File: config.mk
export PLATFORM = sky130hd
export DESIGN_NAME = s_load_buf_flat
export DESIGN_NICKNAME = d
export VERILOG_FILES = /design/src/rtl/s_load_buf_if.sv /design/src/rtl/s_load_buf.sv /design/src/flat_wrapper.sv
export SDC_FILE = /design/constraint.sdc
export NUM_CORES = 1
export LEC_CHECK = 0
export CAP_MARGIN = 0
export CORE_MARGIN = 3
export CORE_UTILIZATION = 49
export CTS_BUF_LIST = sky130_fd_sc_hd__clkbuf_8 sky130_fd_sc_hd__clkbuf_16
export DETAILED_ROUTE_END_ITERATION = 7
export GPL_TIMING_DRIVEN = 0
export MAX_ROUTING_LAYER = met4
export PLACE_DENSITY = 0.76
export SLEW_MARGIN = 15
export SYNTH_ARGS = -nofsm -noshare
export SYNTH_HDL_FRONTEND = slang
export SYNTH_SLANG_ARGS = --single-unit
File: constraint.sdc
create_clock -name clk -period 2 [get_ports clk]
set_input_delay 0.4 -clock clk [delete_from_list [all_inputs] [get_ports clk]]
set_output_delay 0.4 -clock clk [all_outputs]
set_load 0.01 [all_outputs]
File: src/rtl/s_load_buf_if.sv
// s_load_buf_if: sample stream in, parallel 8-slot frame out, for the FFT input loader.
interface s_load_buf_if #(parameter int DW = 32);
    logic          in_valid;
    logic          in_ready;
    logic          in_sof;
    logic [2*DW-1:0] in_data;
    logic          out_valid;
    logic          out_ready;
    logic          frame_err;
    logic [DW-1:0] data00_r, data01_r, data02_r, data03_r, data04_r, data05_r, data06_r, data07_r;
    logic [DW-1:0] data00_i, data01_i, data02_i, data03_i, data04_i, data05_i, data06_i, data07_i;
    modport slave (
        input  in_valid, in_sof, in_data, out_ready,
        output in_ready, out_valid, frame_err,
        output data00_r, data01_r, data02_r, data03_r, data04_r, data05_r, data06_r, data07_r,
        output data00_i, data01_i, data02_i, data03_i, data04_i, data05_i, data06_i, data07_i
    );
    modport master (
        output in_valid, in_sof, in_data, out_ready,
        input  in_ready, out_valid, frame_err,
        input  data00_r, data01_r, data02_r, data03_r, data04_r, data05_r, data06_r, data07_r,
        input  data00_i, data01_i, data02_i, data03_i, data04_i, data05_i, data06_i, data07_i
    );
endinterface

File: src/rtl/s_load_buf.sv
// s_load_buf: collects a serial complex sample stream into 8-point frames and
// presents each frame as eight parallel re/im words under a valid/ready handshake.
module s_load_buf #(
    parameter int DW      = 32,
    parameter int BIT_REV = 0
) (
    input logic         clk,
    input logic         rst_n,
    s_load_buf_if.slave bus
);
    typedef enum logic {FILL, HOLD} state_t;
    state_t          state, state_nxt;
    logic [2:0]      cnt, k, s;
    logic [2*DW-1:0] col [8];
    logic [2*DW-1:0] nxt [8];
    logic [DW-1:0]   out_r [8];
    logic [DW-1:0]   out_i [8];
    logic            out_valid, frame_err, acc, slot_free, done, load_direct, load;
    assign bus.in_ready = state == FILL;
    assign acc         = bus.in_valid && state == FILL;
    assign k           = bus.in_sof ? 3'd0 : cnt;
    assign s           = BIT_REV != 0 ? {k[0], k[1], k[2]} : k;
    assign slot_free   = !out_valid || bus.out_ready;
    assign done        = acc && !bus.in_sof && cnt == 3'd7;
    assign load_direct = done && slot_free;
    // HOLD always has a frame showing, so out_ready alone means the old one leaves
    assign load        = load_direct || (state == HOLD && bus.out_ready);
    always_comb begin
        state_nxt = state;
        state_nxt = state == FILL ? (done && !slot_free ? HOLD : FILL) : (bus.out_ready ? FILL : HOLD);
        for (int i = 0; i < 8; i++)
            nxt[i] = load_direct && 3'(i) == s ? bus.in_data : col[i];
    end
    always_ff @(posedge clk or negedge rst_n) begin
        if (!rst_n) begin
            state     <= FILL;
            cnt       <= '0;
            out_valid <= 1'b0;
            frame_err <= 1'b0;
            for (int i = 0; i < 8; i++) begin
                col[i]   <= '0;
                out_r[i] <= '0;
                out_i[i] <= '0;
            end
        end else begin
            state     <= state_nxt;
            frame_err <= acc && bus.in_sof && cnt != 3'd0;
            if (acc) begin
                col[s] <= bus.in_data;
                cnt    <= bus.in_sof ? 3'd1 : cnt + 3'd1;
            end
            if (load)
                out_valid <= 1'b1;
            else if (bus.out_ready)
                out_valid <= 1'b0;
            if (load)
                for (int i = 0; i < 8; i++) begin
                    out_r[i] <= nxt[i][2*DW-1:DW];
                    out_i[i] <= nxt[i][DW-1:0];
                end
        end
    end
    assign bus.out_valid = out_valid;
    assign bus.frame_err = frame_err;
    assign bus.data00_r = out_r[0];
    assign bus.data01_r = out_r[1];
    assign bus.data02_r = out_r[2];
    assign bus.data03_r = out_r[3];
    assign bus.data04_r = out_r[4];
    assign bus.data05_r = out_r[5];
    assign bus.data06_r = out_r[6];
    assign bus.data07_r = out_r[7];
    assign bus.data00_i = out_i[0];
    assign bus.data01_i = out_i[1];
    assign bus.data02_i = out_i[2];
    assign bus.data03_i = out_i[3];
    assign bus.data04_i = out_i[4];
    assign bus.data05_i = out_i[5];
    assign bus.data06_i = out_i[6];
    assign bus.data07_i = out_i[7];
endmodule

File: src/flat_wrapper.sv
// flat-port wrapper written by rule: the top's interface ports become plain ports
module s_load_buf_flat 
#(
    parameter int DW      = 32,
    parameter int BIT_REV = 0
)
  (clk, rst_n, bus_in_valid, bus_in_sof, bus_in_data, bus_out_ready, bus_in_ready, bus_out_valid, bus_frame_err, bus_data00_r, bus_data01_r, bus_data02_r, bus_data03_r, bus_data04_r, bus_data05_r, bus_data06_r, bus_data07_r, bus_data00_i, bus_data01_i, bus_data02_i, bus_data03_i, bus_data04_i, bus_data05_i, bus_data06_i, bus_data07_i);
  s_load_buf_if #(.DW(DW)) bus_i ();
  input logic clk;
  input logic rst_n;
  input wire logic [$bits(bus_i.in_valid)-1:0] bus_in_valid;
  input wire logic [$bits(bus_i.in_sof)-1:0] bus_in_sof;
  input wire logic [$bits(bus_i.in_data)-1:0] bus_in_data;
  input wire logic [$bits(bus_i.out_ready)-1:0] bus_out_ready;
  output wire logic [$bits(bus_i.in_ready)-1:0] bus_in_ready;
  output wire logic [$bits(bus_i.out_valid)-1:0] bus_out_valid;
  output wire logic [$bits(bus_i.frame_err)-1:0] bus_frame_err;
  output wire logic [$bits(bus_i.data00_r)-1:0] bus_data00_r;
  output wire logic [$bits(bus_i.data01_r)-1:0] bus_data01_r;
  output wire logic [$bits(bus_i.data02_r)-1:0] bus_data02_r;
  output wire logic [$bits(bus_i.data03_r)-1:0] bus_data03_r;
  output wire logic [$bits(bus_i.data04_r)-1:0] bus_data04_r;
  output wire logic [$bits(bus_i.data05_r)-1:0] bus_data05_r;
  output wire logic [$bits(bus_i.data06_r)-1:0] bus_data06_r;
  output wire logic [$bits(bus_i.data07_r)-1:0] bus_data07_r;
  output wire logic [$bits(bus_i.data00_i)-1:0] bus_data00_i;
  output wire logic [$bits(bus_i.data01_i)-1:0] bus_data01_i;
  output wire logic [$bits(bus_i.data02_i)-1:0] bus_data02_i;
  output wire logic [$bits(bus_i.data03_i)-1:0] bus_data03_i;
  output wire logic [$bits(bus_i.data04_i)-1:0] bus_data04_i;
  output wire logic [$bits(bus_i.data05_i)-1:0] bus_data05_i;
  output wire logic [$bits(bus_i.data06_i)-1:0] bus_data06_i;
  output wire logic [$bits(bus_i.data07_i)-1:0] bus_data07_i;
  assign bus_i.in_valid = bus_in_valid;
  assign bus_i.in_sof = bus_in_sof;
  assign bus_i.in_data = bus_in_data;
  assign bus_i.out_ready = bus_out_ready;
  assign bus_in_ready = bus_i.in_ready;
  assign bus_out_valid = bus_i.out_valid;
  assign bus_frame_err = bus_i.frame_err;
  assign bus_data00_r = bus_i.data00_r;
  assign bus_data01_r = bus_i.data01_r;
  assign bus_data02_r = bus_i.data02_r;
  assign bus_data03_r = bus_i.data03_r;
  assign bus_data04_r = bus_i.data04_r;
  assign bus_data05_r = bus_i.data05_r;
  assign bus_data06_r = bus_i.data06_r;
  assign bus_data07_r = bus_i.data07_r;
  assign bus_data00_i = bus_i.data00_i;
  assign bus_data01_i = bus_i.data01_i;
  assign bus_data02_i = bus_i.data02_i;
  assign bus_data03_i = bus_i.data03_i;
  assign bus_data04_i = bus_i.data04_i;
  assign bus_data05_i = bus_i.data05_i;
  assign bus_data06_i = bus_i.data06_i;
  assign bus_data07_i = bus_i.data07_i;
  s_load_buf #(.DW(DW), .BIT_REV(BIT_REV)) u_core (.clk(clk), .rst_n(rst_n), .bus(bus_i));
endmodule
==> impl_metrics.json, run 1 <==
{
  "status": "finished, violations left",
  "violations": "negative hold slack, negative setup slack",
  "track_usage_pct": 35.43,
  "synthXorXnorAreaFrac_pct": 0,
  "cp_max_fo": 6,
  "peakVddDrop_v": 0.0008058,
  "synthCells": 2930,
  "fmax_ghz": 0.4157,
  "multi_input_area_sq_um": 14910,
  "dp.cells": 4659,
  "antenna_found_initial": 14,
  "num_vias": 32950,
  "cap_viol_max_count": 0,
  "use_met2_pct": 52.37,
  "yosys.area.top_type": "dfrtp_1",
  "cts_buffers": 102,
  "grt_pass1_vias": 32140,
  "grt_pass1_wl_um": 225100,
  "wl_um": 167800,
  "grt_overflow_total": 0,
  "reg2reg_from": "u_core.cnt[1]$_DFFE_PN0N_",
  "die_area_sq_um": 88560,
  "start_util_pct": 49.62,
  "tns_ns": -155.80,
  "place_congestion": 0.8770,
  "core_sq_um": 83950,
  "powerDensity_nw_per_um2": 1101,
  "die_w_um": 297.6,
  "worst_pin_slew_ns": 0.8175,
  "drcViolationCount": 0,
  "min_path_type": "primary input to asynchronous set/reset pin",
  "yosys_warnings": 0,
  "ctsRootBufferMaster": "clkbuf_16",
  "yosys.area_share.simple_pct": 4.469,
  "ys_async_sr_fraction_pct": 100.0,
  "io_pins": 584,
  "viasPerCell": 6.515,
  "firstDrtPassIters": 6,
  "synth-compound-area-share_pct": 16.32,
  "synth_top_family_by_area": "compound AO/OA/AOI/OAI gates",
  "clock_skew_ns": 0.01656,
  "met1_usage_pct": 45.33,
  "required_ns": 2.54,
  "synth_fa_ha_area_share_pct": 0.09010,
  "rsz0062_at_grt": "true",
  "yosys-top-cells-area": "dfrtp_1, mux2_2, a221o_1",
  "ys_seq_area_share_pct": 61.87,
  "p_leak_nw": 37.92,
  "r2r_cells": 10,
  "synth_ff_type": "dfrtp_1",
  "slew_headroom_pct": 45.50,
  "final_hold_viol_count": 78,
  "synthDistinctLibCells": 33,
  "holdWs_ns": -0.3836,
  "synth_enable_flop_cells": 0,
  "final_cells": 5058,
  "clock_sinks": 1030,
  "fin_crit_sh_pct": 120.3,
  "startpoint": "u_core.cnt[1]$_DFFE_PN0N_",
  "portBuffers": 583,
  "synth_top_area_share_pct": 61.87,
  "fp-row-count": 106,
  "end_kind": "flip-flop",
  "syn2layout_area_growth_pct": 44.64,
  "finalCriticalPeriod_ns": 2.405,
  "gr-usage-met3_pct": 7.327,
  "cts_tree": "yes",
  "dpl.hpwl_um": 101700,
  "avgSynthCellArea_sq_um": 14.22,
  "clk_latency_ns": 0.68,
  "fill_cells": 5117,
  "synth_nets": 3002,
  "synthesis.area_sq_um": 41660,
  "seq_area_sq_um": 25790,
  "grt-busiest-layer": "met2",
  "synth.area.mux_share_pct": 13.84,
  "ys_ff_latch": 1030,
  "drive_gt1_share_pct": 30.30,
  "critPathLaunchType": "flip-flop",
  "setup_viol": 602,
  "nNetsFinal": 3896,
  "drv_slew": 0,
  "fp.dieH_um": 297.6,
  "drt_iter0_drc": 3305,
  "worst_slack_ns": -0.4054,
  "critPathKind": "flip-flop to flip-flop",
  "clk_pin_slew_worst_paths_ns": 0.06,
  "htreeDepth": 3,
  "ctsLongestPathBuffers": 3,
  "grt_max_degree": 147,
  "ant_nets": 0,
  "critPathArrivalTime_ns": 2.95,
  "wire_per_inst_um": 33.18
}
[layout make-up]
type                       count  share of cell area (%)
multi-input combinational   1588                   24.75
sequential                  1030                   42.81
inverter                       4                 0.02492
antenna                       16                 0.06645
buffer                       298                   5.675
tap                         1134                   2.355
clock buffer                 124                   4.738
clock inverter                64                   1.285
timing repair buffer         800                   18.30
[timing repair]
item / in CTS / in global routing
gates resized for setup: 557 / 815
hold endpoints to repair: 78 / 78
gates cloned: 47 / 44
pin swaps: 145 / 151
buffers inserted: 66 / 62
endpoints found under the setup margin: 1478 / 1637
[cell families after synthesis]
kind of cell | Yosys count
buffers and inverters | 312
muxes | 512
AOI/OAI and AO/OA | 778
adders and majority gates | 3
and+or+nand+nor | 295
DFF | 1030
[through the flow]
stage	power (mW)	setup slack [ns]	hold slack, ns	utilization (%)	cell area (sq um)
floorplan	36.94	0.02586	0.1044	-	41660
global placement	44.26	-45.84	0.4477	58.27	48920
detailed placement	44.86	-1.563	0.3338	58.66	49240
CTS	65.81	-0.3056	-0.3786	67.58	56730
global route	68.56	-0.4310	-0.3462	71.77	60250
finish	66.37	-0.4054	-0.3836	71.78	60260
[flip-flops by register name, summed over array words and instances, names as in the netlist, 3 cells and up]
register and flops:
u_core.col 512, u_core.bus.data00_i 32, u_core.bus.data00_r 32, u_core.bus.data01_i 32, u_core.bus.data01_r 32, u_core.bus.data02_i 32, u_core.bus.data02_r 32, u_core.bus.data03_i 32
u_core.bus.data03_r 32, u_core.bus.data04_i 32, u_core.bus.data04_r 32, u_core.bus.data05_i 32, u_core.bus.data05_r 32, u_core.bus.data06_i 32, u_core.bus.data06_r 32, u_core.bus.data07_i 32
u_core.bus.data07_r 32, u_core.cnt 3
[worst max-delay path, stage by stage (launching register included)]
cell and delay, ns:
dfrtp_1 0.42, ha_2 0.22, ha_4 0.16, and3b_2 0.23
o22ai_4 0.23, buf_6 0.16, buf_12 0.12, a21oi_4 0.06
buf_12 0.18, clkbuf_16 0.17, a221o_1 0.33
[path summary, 6_finish.rpt]
| check | slack, ns | end |
|---|---|---|
| worst max register to register | -0.41 | u_core.bus.data05_r[23]$_DFFE_PN0P_ |
| max in group asynchronous | 0.39 | u_core.col[324]$_DFFE_PN0P_ |
| worst max-delay path | -0.41 | u_core.bus.data05_r[23]$_DFFE_PN0P_ |
| min in group clk | 0.40 | u_core.state$_DFF_PN0_ |
| worst min register to register | 0.46 | u_core.bus.data02_r[26]$_DFFE_PN0P_ |
| worst min-delay path | -0.38 | u_core.bus.data00_r[7]$_DFFE_PN0P_ |
[where the power goes]
group	switching, mW	internal, mW	leakage (nW)
Sequential	3.81	26.5	13.6
Clock	8.60	12.2	1.87
Combinational	6.16	9.11	22.5
[metal layers]
metal	wire, um	up-vias
li1	-	12970
met1	62470	17170
met2	74640	2220
met3	17220	592
met4	13490	0
met5	0	-
[synth_stat cells (3+ instances only)]
cell      instances
a221o_1         256
buf_4             7
nor4_2            3
dfrtp_1        1030
clkbuf_1        156
inv_1             4
a22o_1          256
nand2_1           5
and3_1          256
mux2_2          512
buf_2           137
nor2_1           10
nand3_2           3
a21oi_1           6
a21o_1          256
nand2b_1          4
ha_1              3
buf_6             7
[placed cells by master, fill, tap and decap left out, types with 3 or more instances in the layout]
master / n
buf_8: 44
a221o_1: 256
buf_16: 48
inv_1: 19
buf_12: 104
clkbuf_2: 27
a21o_1: 256
clkbuf_1: 68
clkbuf_16: 158
and3_1: 256
nor4_4: 3
nand3_4: 3
nor2_1: 4
clkbuf_4: 12
a21oi_4: 4
clkinv_2: 23
buf_2: 7
nand2_1: 3
a22o_1: 256
mux2_2: 459
clkbuf_8: 39
clkdlybuf4s50_1: 113
bufinv_16: 16
dfrtp_1: 1014
inv_16: 3
dlymetal6s2s_1: 469
mux2_4: 53
nor2_4: 8
dfrtp_2: 16
diode_2: 16
buf_4: 71
buf_6: 62
No activity file was read; power rests on OpenSTA's default activity.
==> run 2, diff against run 1 <==
Settings changed: CTS_CLUSTER_DIAMETER set to 200.
==> results of run 2 <==
No change in the layout: final DEF, timing and power equal those of run 1.
